[src/rtl/ctrl_branch_sequencer_pkg.sv]
// rtl/ctrl_branch_sequencer_pkg.sv - shared state/request encodings for the branch sequencer
package ctrl_branch_sequencer_pkg;

    // Sequencer states
    typedef enum logic [1:0] {
        ST_RUN   = 2'd0,
        ST_FLUSH = 2'd1,
        ST_HALT  = 2'd2
    } state_e;

    // Redirect request kinds. Halt is handled separately because it is
    // never a redirect: it is deferred behind any redirect of the same cycle.
    typedef enum logic [1:0] {
        REQ_NONE = 2'd0,
        REQ_BR   = 2'd1,
        REQ_CALL = 2'd2,
        REQ_RET  = 2'd3
    } req_e;

    // Redirect priority: return over call over branch
    function automatic req_e pick_req(input logic ret, input logic call, input logic br);
        if (ret)
            return REQ_RET;
        else if (call)
            return REQ_CALL;
        else if (br)
            return REQ_BR;
        else
            return REQ_NONE;
    endfunction

endpackage

[src/rtl/ctrl_ret_stack.sv]
// rtl/ctrl_ret_stack.sv - small LIFO return-address stack
module ctrl_ret_stack #(
    parameter int DEPTH = 4,
    parameter int WID   = 10
) (
    input  logic           clk,
    input  logic           reset,
    input  logic           push,
    input  logic           pop,
    input  logic [WID-1:0] din,
    output logic [WID-1:0] dout,
    output logic           full,
    output logic           empty
);
    localparam int AW = $clog2(DEPTH);

    logic [AW:0]    count;
    logic [WID-1:0] mem [DEPTH];
    logic [AW-1:0]  top_idx;

    // DEPTH is a power of two, so the low bits of count wrap naturally
    assign top_idx = count[AW-1:0] - AW'(1);
    assign dout    = mem[top_idx];
    assign full    = (count == (AW+1)'(DEPTH));
    assign empty   = (count == '0);

    // Entry storage; contents need no reset since count gates visibility
    always_ff @(posedge clk) begin
        if (push && !full)
            mem[count[AW-1:0]] <= din;
    end

    // Occupancy; overflowing pushes and underflowing pops are dropped
    always_ff @(posedge clk) begin
        if (reset)
            count <= '0;
        else if (push && !full)
            count <= count + (AW+1)'(1);
        else if (pop && !empty)
            count <= count - (AW+1)'(1);
    end

endmodule

[src/rtl/ctrl_branch_sequencer.sv]
// rtl/ctrl_branch_sequencer.sv - PC redirect sequencer with flush window, halt and RAS
module ctrl_branch_sequencer
    import ctrl_branch_sequencer_pkg::*;
#(
    parameter int PROG_CTR_WID = 10,
    parameter int FLUSH_DEPTH  = 2,
    parameter int RAS_DEPTH    = 4,
    parameter int RESET_VEC    = 1
) (
    input  logic                    clk,
    input  logic                    reset,
    input  logic                    stall_in,
    input  logic                    ex_valid,
    input  logic [PROG_CTR_WID-1:0] ex_pc,
    input  logic                    br_req,
    input  logic                    call_req,
    input  logic                    ret_req,
    input  logic [PROG_CTR_WID-1:0] br_target,
    input  logic                    halt_req,
    input  logic                    resume,
    output logic                    redirect,
    output logic [PROG_CTR_WID-1:0] redirect_pc,
    output logic                    pc_hold,
    output logic                    invalidate,
    output logic                    halted,
    output logic                    ras_ovf,
    output logic                    ras_unf
);
    localparam logic [2:0]              FD   = 3'(FLUSH_DEPTH);
    localparam logic [PROG_CTR_WID-1:0] RVEC = PROG_CTR_WID'(RESET_VEC);

    state_e                  state;
    logic [2:0]              flush_cnt;
    logic                    halt_pend;

    req_e                    req_sel;
    logic                    accept;
    logic                    ras_push;
    logic                    ras_pop;
    logic [PROG_CTR_WID-1:0] ras_top;
    logic                    ras_full;
    logic                    ras_empty;
    logic [PROG_CTR_WID-1:0] push_val;
    logic [PROG_CTR_WID-1:0] target;

    // Only instructions issued in RUN on an unstalled cycle may redirect
    assign req_sel  = pick_req(ret_req, call_req, br_req);
    assign accept   = (state == ST_RUN) && ex_valid && !stall_in && (req_sel != REQ_NONE);
    assign push_val = ex_pc + PROG_CTR_WID'(1);
    assign ras_push = accept && (req_sel == REQ_CALL) && !ras_full;
    assign ras_pop  = accept && (req_sel == REQ_RET) && !ras_empty;

    // Redirect destination for the accepted request
    always_comb begin
        target = br_target;
        if (req_sel == REQ_RET)
            target = ras_empty ? RVEC : ras_top;
    end

    // PC may only load on the redirect cycle while flushing
    assign pc_hold = stall_in | halted | ((state == ST_FLUSH) && !redirect);

    ctrl_ret_stack #(
        .DEPTH (RAS_DEPTH),
        .WID   (PROG_CTR_WID)
    ) u_ras (
        .clk   (clk),
        .reset (reset),
        .push  (ras_push),
        .pop   (ras_pop),
        .din   (push_val),
        .dout  (ras_top),
        .full  (ras_full),
        .empty (ras_empty)
    );

    // Sequencer FSM with registered redirect, flush window and status outputs
    always_ff @(posedge clk) begin
        if (reset) begin
            state       <= ST_RUN;
            flush_cnt   <= '0;
            halt_pend   <= 1'b0;
            redirect    <= 1'b0;
            redirect_pc <= RVEC;
            invalidate  <= 1'b0;
            halted      <= 1'b0;
            ras_ovf     <= 1'b0;
            ras_unf     <= 1'b0;
        end else begin
            redirect <= 1'b0;
            case (state)
                ST_RUN: begin
                    if (accept) begin
                        state       <= ST_FLUSH;
                        flush_cnt   <= FD;
                        halt_pend   <= halt_req;
                        redirect    <= 1'b1;
                        redirect_pc <= target;
                        invalidate  <= 1'b1;
                        if (req_sel == REQ_RET && ras_empty)
                            ras_unf <= 1'b1;
                        if (req_sel == REQ_CALL && ras_full)
                            ras_ovf <= 1'b1;
                    end else if (halt_req) begin
                        state  <= ST_HALT;
                        halted <= 1'b1;
                    end
                end
                ST_FLUSH: begin
                    // A halt seen during the window waits for the window to close
                    halt_pend <= halt_pend | halt_req;
                    if (!stall_in) begin
                        if (flush_cnt <= 3'd1) begin
                            flush_cnt  <= '0;
                            invalidate <= 1'b0;
                            halt_pend  <= 1'b0;
                            if (halt_pend || halt_req) begin
                                state  <= ST_HALT;
                                halted <= 1'b1;
                            end else begin
                                state <= ST_RUN;
                            end
                        end else begin
                            flush_cnt <= flush_cnt - 3'd1;
                        end
                    end
                end
                ST_HALT: begin
                    if (resume && !halt_req) begin
                        state  <= ST_RUN;
                        halted <= 1'b0;
                    end
                end
                default: begin
                    state <= ST_RUN;
                end
            endcase
        end
    end

endmodule
[config.mk]
export PLATFORM = sky130hd
export DESIGN_NAME = ctrl_branch_sequencer
export DESIGN_NICKNAME = d
export VERILOG_FILES = /design/src/rtl/ctrl_branch_sequencer_pkg.sv /design/src/rtl/ctrl_ret_stack.sv /design/src/rtl/ctrl_branch_sequencer.sv
export SDC_FILE = /design/constraint.sdc
export NUM_CORES = 1
export LEC_CHECK = 0
export CAP_MARGIN = 20
export CORE_MARGIN = 4
export CORE_UTILIZATION = 28
export CTS_BUF_LIST = sky130_fd_sc_hd__clkbuf_2
export CTS_CLUSTER_DIAMETER = 150
export DETAILED_ROUTE_END_ITERATION = 10
export PLACE_DENSITY = 0.45
export SYNTH_ARGS = -nofsm -noshare
export SYNTH_HDL_FRONTEND = slang
export SYNTH_HIERARCHICAL = 1
export SYNTH_SLANG_ARGS = --single-unit
[constraint.sdc]
create_clock -name clk -period 5.1 [get_ports clk]
set_clock_uncertainty 0.2 [all_clocks]
set_input_delay 0.765 -clock clk [delete_from_list [all_inputs] [get_ports clk]]
set_output_delay 0.765 -clock clk [all_outputs]
set_load 0.005 [all_outputs]
-- After elaboration in Yosys (flattened, before gate mapping)
Memories as Yosys holds them, arrays and structs flattened.
Cells that the tools add are included.
- flip-flop bits (word level): 24
- latch bits: 0
- bits in writable memories: 40
- ROM bits: 0
- input port bits: 29
- output and inout bits: 16
- logic and storage cells: 104
- memories: 1
- add/sub/neg operators: 5
- multipliers: 0
- div/mod/pow operators: 0
- order comparisons: 1
- equal/unequal tests: 13
- shift operators: 0
- mux-type cells: 36
- bitwise operators: 4
- reductions and logical operators: 34
- memories (memory ; words ; width ; read ports ; clocked after memory_dff ; write ports ; RTL line ; RTL):
    u_ras.mem ; 4 ; 10 ; 1 ; 0 ; 1 ; ctrl_ret_stack.sv:18 ; logic [WID-1:0] mem [DEPTH];
- operator list (cell ; number):
    $mux W10 ; 2
    $mux W1 ; 16
    $mux W2 ; 8
    $mux W3 ; 5
    $logic_and A1 B1 Y1 ; 13
    $add A10 B1 Y10 const B ; 1
    $ne A2 B2 Y1 const B ; 5
    $reduce_and A3 Y1 ; 3
    $reduce_and A4 Y1 ; 2
    $reduce_and A7 Y1 ; 1
    $eq A2 B2 Y1 const B ; 3
    $pmux W2 S3 ; 1
    $pmux W3 S2 ; 1
    $reduce_bool A2 Y1 ; 3
    $sub A3 B1 Y3 const B ; 2
    $logic_not A1 Y1 ; 5
    $ne A2 B1 Y1 const B ; 2
    $pmux W1 S2 ; 2
    $reduce_and A2 Y1 ; 2
    $add A3 B1 Y3 const B ; 1
    $eq A3 B3 Y1 const B ; 1
    $le A3 B1 Y1 const B ; 1
    $logic_not A3 Y1 ; 1
    $ne A3 B3 Y1 const B ; 1
    9 further kinds ; 11

-- Longest topological paths before layout
Gate-level depths: netlist of the first run.
- depth after elaboration: 10
- gate-level depth with buffers: 14
- mapped depth without buffers: 11

-- By module
The synthesis of the first run kept the hierarchy.
- by module, submodules not included (module ; instances ; cells each ; area each (µm²) ; sequential area each (µm²)):
    ctrl_ret_stack ; 1 ; 97 ; 1839.3 ; 1261.2
    ctrl_branch_sequencer ; 1 ; 137 ; 1129.8 ; 420.4

-- Least setup slack after synthesis of the first run
Ideal clock, no wire load.
- kind: register -> register
- from: register u_ras.count[0]
- to: register u_ras.count[2]
- library setup time: 0.086 ns
- data arrival time: 2.423 ns
- data required time: 4.814 ns
- path slack: 2.391 ns
- cell stages (with the launch flop): 15
- path buffers: 3
- period minus slack after synthesis: 2.709 ns
- cell sequence: dfxtp_1 -> buf_6 -> buf_12 -> inv_1 -> ha_1 -> nand2_1 -> inv_1 -> and4bb_2 -> buf_6 -> nand2_1 -> xnor2_1 -> ha_1 -> nor4b_2 -> nor3b_1 -> a211oi_1
- longest elaborated chain between the ends: 5
- elaborated cells between the ends (all ways): 13
- those cells by class: add/sub: 2; eq/ne: 1; mux: 2; reduce/logical: 8
- ends and longest elaborated chain (what ; RTL line ; RTL):
    from (decl) ; ctrl_ret_stack.sv:17 ; logic [AW:0] count;
    from (signal assigned) ; ctrl_ret_stack.sv:38 ; count <= count + (AW+1)'(1);
    from (signal assigned) ; ctrl_ret_stack.sv:40 ; count <= count - (AW+1)'(1);
    $eq A3 B3 Y1 * ; ctrl_ret_stack.sv:24 ; assign full = (count == (AW+1)'(DEPTH));
    via ras_full ; ctrl_branch_sequencer.sv:41 ; logic ras_full;
    $logic_not A1 Y1 * ; ctrl_branch_sequencer.sv:50 ; assign ras_push = accept && (req_sel == REQ_CALL) && !ras_full;
    $logic_and A1 B1 Y1 * ; ctrl_branch_sequencer.sv:50 ;
    via ras_push ; ctrl_branch_sequencer.sv:38 ; logic ras_push;
    $logic_and A1 B1 Y1 * ; ctrl_ret_stack.sv:37 ; else if (push && !full)
    $mux W3 / $reduce_bool A2 Y1 (equally long branches) ; n/a ;
Mark *: on every way through the listed nets, which the timed path passes. The rest lies on a longest branch. The select of a mux whose other input is x is not followed.
A chain may end at the register's enable or synchronous reset.

-- Worst setup path after layout of the first run
- from: register u_ras.count[0]
- to: register u_ras.count[1]
Same word-level chain as after synthesis.

==> summary.md, run 1 <==
| Metric | Value |
|---|---|
| Post-synth top area cell | edfxtp_1 |
| DP Cell Count | 404 |
| Via-to-Cell Ratio | 4.767 |
| Switching part of the total | between 20% and 30% |
| Cell variety after synth | 44 |
| Data arrival time of the worst path | about 3600 ps |
| Slew HR | between 30% and 40% |
| Comb power frac | between 10 and 15% |
| Lkg Pwr | between 1 and 1.5 nW |
| Clk_lat worst skew | roughly 500 ps |
| Fraction of layout cells with a size suffix above 1 | 9.859% |
| Top cells by area, synth | edfxtp_1 (40%), dfxtp_1 (16%), mux4_2 (5.3%), ha_1 (3.4%), nor2_1 (3.2%) |
| Clock share of power | between 30% and 40% |
| HP Class | reg2reg |
| GP Congestion | 0.7283 |
| Instance area at placement | approximately 3500 sq um |
| Avg Inst Size Synth | 12.69 sq um |
| Vias in the first global route | around 2000 |
| Final ANT Viol Nets | 0 |
| CP max FO | 18 |
| YS warnings | 6 |
| Worst-Margin Slew | 925.0 ps |
| Final period util | between 60 and 70% |
| ANT cells | 0 |
| Hold_buf cts | 0 |
| Area growth, synth to finish | 22.84% |
| Post-CTS setup buffer count | 0 |
| DP Worst Slack | around 1600 ps |
| Crit path kind | reg2reg |
| Top post-synthesis cells by count | edfxtp_1 (40), nor2_1 (25), dfxtp_1 (24) |
| Post_cts resized | 0 |
| Post-Syn Area | just under 3000 sq um |
| Reg2Reg Depth | 10 |
| Via count | between 2000 and 2500 |
| Max-cap viol count | 0 |
| Die area | 12320 sq um |
| Post-layout min period | 3435 ps |
| Filler cell count | roughly 1000 |
| Fin. Hold Viols | 0 |
| Primary FF master, synth | edfxtp_1 |
| Crit path launch type | flip-flop |
| Worst IR Drop VDD | around 120 uV |
| Residual DRC count | 0 |
| I/O pin count | 45 |
| First-pass detailed-route iteration total | 4 |
| Iteration-0 DRC Markers | 74 |
| Clock sinks | 64 |
| RSZ-0062 raised after global routing | false |
| Min Hold Slack | approximately 280 ps |
| Fin. max-slew vios | 0 |
| Count leader, synth | edfxtp_1 |
| Power Density | between 300 and 400 nW/um^2 |
| CTS Buf Count | 9 |
| Largest buffer count on any clock path | 2 |
| DP HPWL | 4526 um |
| Initial antenna violation count | 0 |
| First-pass GRT wire length | 10550 um |
| Routed WL | 6497 um |
| Die width | around 110 um |
| Worst-path clk slew | around 220 ps |
| CTS tree | yes |
| Synth Net Count | between 200 and 300 |
| Rows | 37 |
| Initial core utilization | roughly 29% |
| Min-Delay Path Depth | 2 |
| Pint | between 0.8 and 0.9 mW |
| #FFs+latches synth | between 60 and 70 |
| Achievable Freq | ~290 MHz |
| H-tree depth | 3 |
| Number of flops mapped to enable cells by yosys | 40 |
| Final setup fails | 0 |
| Final nets | 316 |
| Finished Cell Area | roughly 3600 sq um |
| Core ar. | around 10000 sq um |
| Switching power | around 0.3 mW |
| Root Buffer | clkbuf_2 |
| Largest net degree at the start of global routing | 25 |
| Overall routing resource usage | 11.00% |
| Post-route worst setup slack | between 1500 and 2000 ps |
| Wire per inst | roughly 15 um |
| CP Data Required Time | 5280 ps |
| Yosys top cell area share | approximately 40% |
| PortBufs | 44 |
| Reg power frac | between 50% and 60% |
| Sequential share of the synthesized area | between 50% and 60% |
| Final core utilization | around a third |
| Outcome | finished, final reports clean |
| Total grt overflow | 0 |
| Fin Setup TNS | 0 ps |
| FFs w/ async S/R, synth | 0% |
| Finished Layout Cells | 420 |
| CP Capture Type | flip-flop |
| Cell count after synthesis | approximately 230 |
| Die H | around 110 um |
| Design Power | approximately 1.1 mW |
## worst max-delay path, cell delays in order (launching register included)
cell,delay (ps)
dfxtp_1,940
inv_1,160
ha_1,350
nand2_1,190
inv_1,80
and4bb_2,450
nand2_1,100
xnor2_1,130
ha_1,310
o311ai_1,330
nor4b_1,90
## cells by family after synthesis
| group | count (synthesis) | synth area share, % |
|---|---|---|
| compound gates | 34 | 8.133 |
| flops | 64 | 56.64 |
| mux | 12 | 8.639 |
| xor+xnor | 9 | 2.655 |
| fa+ha+maj | 8 | 3.371 |
| buf+inv | 19 | 3.834 |
| simple gates | 88 | 16.73 |
## layer usage
layer / global-route usage (%) / part of all wire (%)
met5: 0 / 0
met4: 5.090 / 1.1
met3: 2.838 / 5.1
met2: 17.07 / 48
met1: 14.35 / 46
## power by group through the flow
stage | combinational, mW | clock, mW | sequential (mW)
CTS | 0.159 | 0.390 | 0.587
floorplan | 0.103 | 0 | 0.589
detailed placement | 0.159 | 0 | 0.599
global placement | 0.159 | 0 | 0.598
global route | 0.175 | 0.414 | 0.591
finish | 0.157 | 0.375 | 0.586
## area by class of cell
cell class,instances,area (sq um),area share (%)
clock buffer,9,45.04,1.235
multi-input combinational,151,1174,32.18
sequential,64,1682,46.11
inverter,9,33.78,0.9262
timing repair buffer,44,440.4,12.08
tap,136,170.2,4.666
clock inverter,7,102.6,2.813
## registers in the layout, summed over array words and instances, names as in the netlist
name         count
redirect_pc     10
ras_unf          1
u_ras/mem       40
ras_ovf          1
flush_cnt        3
invalidate       1
halted           1
halt_pend        1
redirect         1
u_ras/count      3
state            2
## final timing paths
check | startpoint | end | slack, ps
hold reg to reg | invalidate$_SDFFE_PP0P_ | invalidate$_SDFFE_PP0P_ | 280
hold / removal | invalidate$_SDFFE_PP0P_ | invalidate$_SDFFE_PP0P_ | 280
setup reg to reg | u_ras/count[0]$_SDFFE_PP0P_ | u_ras/count[1]$_SDFFE_PP0P_ | 1670
setup / recovery | u_ras/count[0]$_SDFFE_PP0P_ | u_ras/count[1]$_SDFFE_PP0P_ | 1670
## placed cells by master, fill, tap and decap left out, types with 3 or more instances in the layout
master	synthesis	layout
or4_1	3	3
nor2b_1	3	3
nand4_1	4	4
mux4_2	7	7
clkdlybuf4s50_1	0	44
dfxtp_1	24	24
xnor2_1	6	6
and3_1	4	4
a211oi_1	3	3
inv_6	0	3
a21oi_1	6	6
nand2b_1	6	6
inv_1	9	9
o21ai_0	6	6
a221oi_1	9	9
ha_1	8	8
nor2_1	25	25
clkbuf_2	1	9
nand3_1	9	9
xor2_1	3	3
edfxtp_1	40	40
nand2_1	9	9
nor3b_1	4	4
nor3_1	10	10
mux4_1	3	3
No activity file was read; power rests on OpenSTA's default activity.
==> run 2, diff against run 1 <==
PLACE_DENSITY = 0.47   (was 0.45)
clock period = 3.14 ns   (was 5.1 ns; I/O delays follow)
==> summary.md, run 2 (same netlist as run 1, synthesis figures left out) <==
| Metric | Value |
|---|---|
| Outcome | finished, final reports clean (unchanged) |
| Largest buffer count on any clock path | 2 (unchanged) |
| Lkg Pwr | 1.253 nW (was 1.210 nW) |
| Post-CTS setup buffer count | 0 (unchanged) |
| Final setup fails | 0 (unchanged) |
| Worst R2R End | u_ras/count[2]$_SDFFE_PP0P_ (was u_ras/count[1]$_SDFFE_PP0P_) |
| CP Capture Type | flip-flop (unchanged) |
| Commonest non-fill, non-tap cell in the layout | clkdlybuf4s50_1 (unchanged) |
| Root Buffer | clkbuf_2 (unchanged) |
| Worst-Margin Slew | 587.8 ps (was 925.0 ps) |
| Crit path launch type | flip-flop (unchanged) |
| Final period util | 89.78% (was 67.34%) |
| Area occupied by registers | 1682 sq um (unchanged) |
| Iteration-0 DRC Markers | 68 (was 74) |
| Initial antenna violation count | 0 (unchanged) |
| Via-to-Cell Ratio | 4.746 (was 4.767) |
| Finished Cell Area | 3710 sq um (was 3647 sq um) |
| Fin. Hold Viols | 0 (unchanged) |
| Data arrival time of the worst path | 3020 ps (was 3620 ps) |
| Die area | 12320 sq um (unchanged) |
| Hold_buf cts | 0 (unchanged) |
| Rows | 37 (unchanged) |
| Sequence of cells on the critical path | inv_1 -> ha_1 -> nand2_1 -> inv_1 -> and4bb_2 -> nand2_1 -> xnor2_1 -> ha_1 -> nor4b_2 -> nor3b_1 -> a211oi_1 (was inv_1 -> ha_1 -> nand2_1 -> inv_1 -> and4bb_2 -> nand2_1 -> xnor2_1 -> ha_1 -> o311ai_1 -> nor4b_1) |
| Fin. max-slew vios | 0 (unchanged) |
| ANT cells | 0 (unchanged) |
| Max-cap viol count | 0 (unchanged) |
| Die H | 111.0 um (unchanged) |
| Routed WL | 6512 um (was 6497 um) |
| Total grt overflow | 0 (unchanged) |
| Worst-path clk slew | 190 ps (was 220 ps) |
| Area growth, synth to finish | 24.95% (was 22.84%) |
| PortBufs | 44 (unchanged) |
| Die width | 111.0 um (unchanged) |
| Largest net degree at the start of global routing | 25 (unchanged) |
| H-tree depth | 3 (unchanged) |
| CP endpoint | u_ras/count[2]$_SDFFE_PP0P_ (was u_ras/count[1]$_SDFFE_PP0P_) |
| Filler cell count | 1035 (was 1013) |
| Instance area at placement | 3567 sq um (was 3500 sq um) |
| Final core utilization | 35.94% (was 35.33%) |
| Residual DRC count | 0 (unchanged) |
| Largest register FFs | 40 (unchanged) |
| Vias in the first global route | 1994 (was 1978) |
| Crit path largest cell delay | 530 ps (was 940 ps) |
| Design Power | 1.793 mW (was 1.119 mW) |
| CP max-delay cell | dfxtp_1 (unchanged) |
| Achievable Freq | 354.7 MHz (was 291.2 MHz) |
| RSZ-0062 raised after global routing | false (unchanged) |
| Register-to-register setup slack | 320 ps (was 1670 ps) |
| Slew HR | 60.72% (was 38.14%) |
| Via count | 2036 (was 2002) |
| DP Cell Count | 413 (was 404) |
| Power Density | 483.3 nW/um^2 (was 306.8 nW/um^2) |
| Initial core utilization | 28.76% (unchanged) |
| CTS tree | yes (unchanged) |
| I/O pin count | 45 (unchanged) |
| Multi-input gate area | 1174 sq um (unchanged) |
| Fin Setup TNS | 0 ps (unchanged) |
| Final ANT Viol Nets | 0 (unchanged) |
| Reg2Reg Depth | 11 (was 10) |
| DP HPWL | 4612 um (was 4526 um) |
| CP max FO | 9 (was 18) |
| Post-layout min period | 2819 ps (was 3435 ps) |
| Final nets | 325 (was 316) |
| Clk_lat worst skew | 470 ps (was 490 ps) |
| Post_cts resized | 0 (unchanged) |
| HP Class | reg2reg (unchanged) |
| DP Worst Slack | 284.5 ps (was 1615 ps) |
| First-pass GRT wire length | 10690 um (was 10550 um) |
| Fraction of layout cells with a size suffix above 1 | 12.63% (was 9.859%) |
| CP Data Required Time | 3340 ps (was 5280 ps) |
| Wire per inst | 15.18 um (was 15.47 um) |
| Core ar. | 10320 sq um (unchanged) |
| Worst IR Drop VDD | 151.5 uV (was 117.0 uV) |
| Crit path kind | reg2reg (unchanged) |
| Clock sinks | 64 (unchanged) |
| Commonest cells after routing, fill and taps aside | clkdlybuf4s50_1 (44), edfxtp_1 (40), nor2_1 (25) (unchanged) |
| GP Congestion | 0.7957 (was 0.7283) |
| Post-route worst setup slack | 321.0 ps (was 1665 ps) |
| Overall routing resource usage | 11.03% (was 11.00%) |
| CTS Buf Count | 9 (unchanged) |
| Min Hold Slack | 292.5 ps (was 283.7 ps) |
| First-pass detailed-route iteration total | 4 (unchanged) |
| Worst R2R Start | u_ras/count[1]$_SDFFE_PP0P_ (was u_ras/count[0]$_SDFFE_PP0P_) |
| Finished Layout Cells | 429 (was 420) |
| Critical Path Start | u_ras/count[1]$_SDFFE_PP0P_ (was u_ras/count[0]$_SDFFE_PP0P_) |
run 2: power by group:
| part | leakage, nW | internal (mW) | switching, mW |
|---|---|---|---|
| sequential | 0.556 | 0.921 | 0.0173 |
| combinational | 0.618 | 0.144 | 0.135 |
| clock | 0.0787 | 0.271 | 0.305 |
run 2: worst min-delay path by stage:
stage	start	to	depth (start not counted)
floorplan	halt_pend$_SDFFE_PP0P_	halt_pend$_SDFFE_PP0P_	2
global placement	redirect_pc[0]$_SDFFE_PP1P_	redirect_pc[0]$_SDFFE_PP1P_	1
detailed placement	redirect_pc[0]$_SDFFE_PP1P_	redirect_pc[0]$_SDFFE_PP1P_	1
CTS	redirect_pc[0]$_SDFFE_PP1P_	redirect_pc[0]$_SDFFE_PP1P_	1
global route	invalidate$_SDFFE_PP0P_	invalidate$_SDFFE_PP0P_	2
finish	redirect_pc[0]$_SDFFE_PP1P_	redirect_pc[0]$_SDFFE_PP1P_	1
run 2: layout make-up:
class | instances | share of cell area [%]
clock buffer | 10 | 1.349
clock inverter | 6 | 2.496
inverter | 9 | 0.9106
multi-input combinational | 151 | 31.64
sequential | 64 | 45.33
tap | 136 | 4.587
timing repair buffer | 53 | 13.69
run 2: worst max-delay path, delay by kind of cell (launching register included):
family | cells | cell delay, ps
AO/OA/AOI/OAI | 1 | 200
buffers and inverters | 2 | 240
adder cells (fa/ha/maj) | 2 | 540
AND/OR/NAND/NOR | 5 | 910
flip-flops | 1 | 530
XOR/XNOR | 1 | 130
run 2: routing by layer:
layer,wire [um],track usage (%)
met5,0,0
met4,52,2.709
met1,3111,14.94
met2,2939,16.75
met3,409,4.094
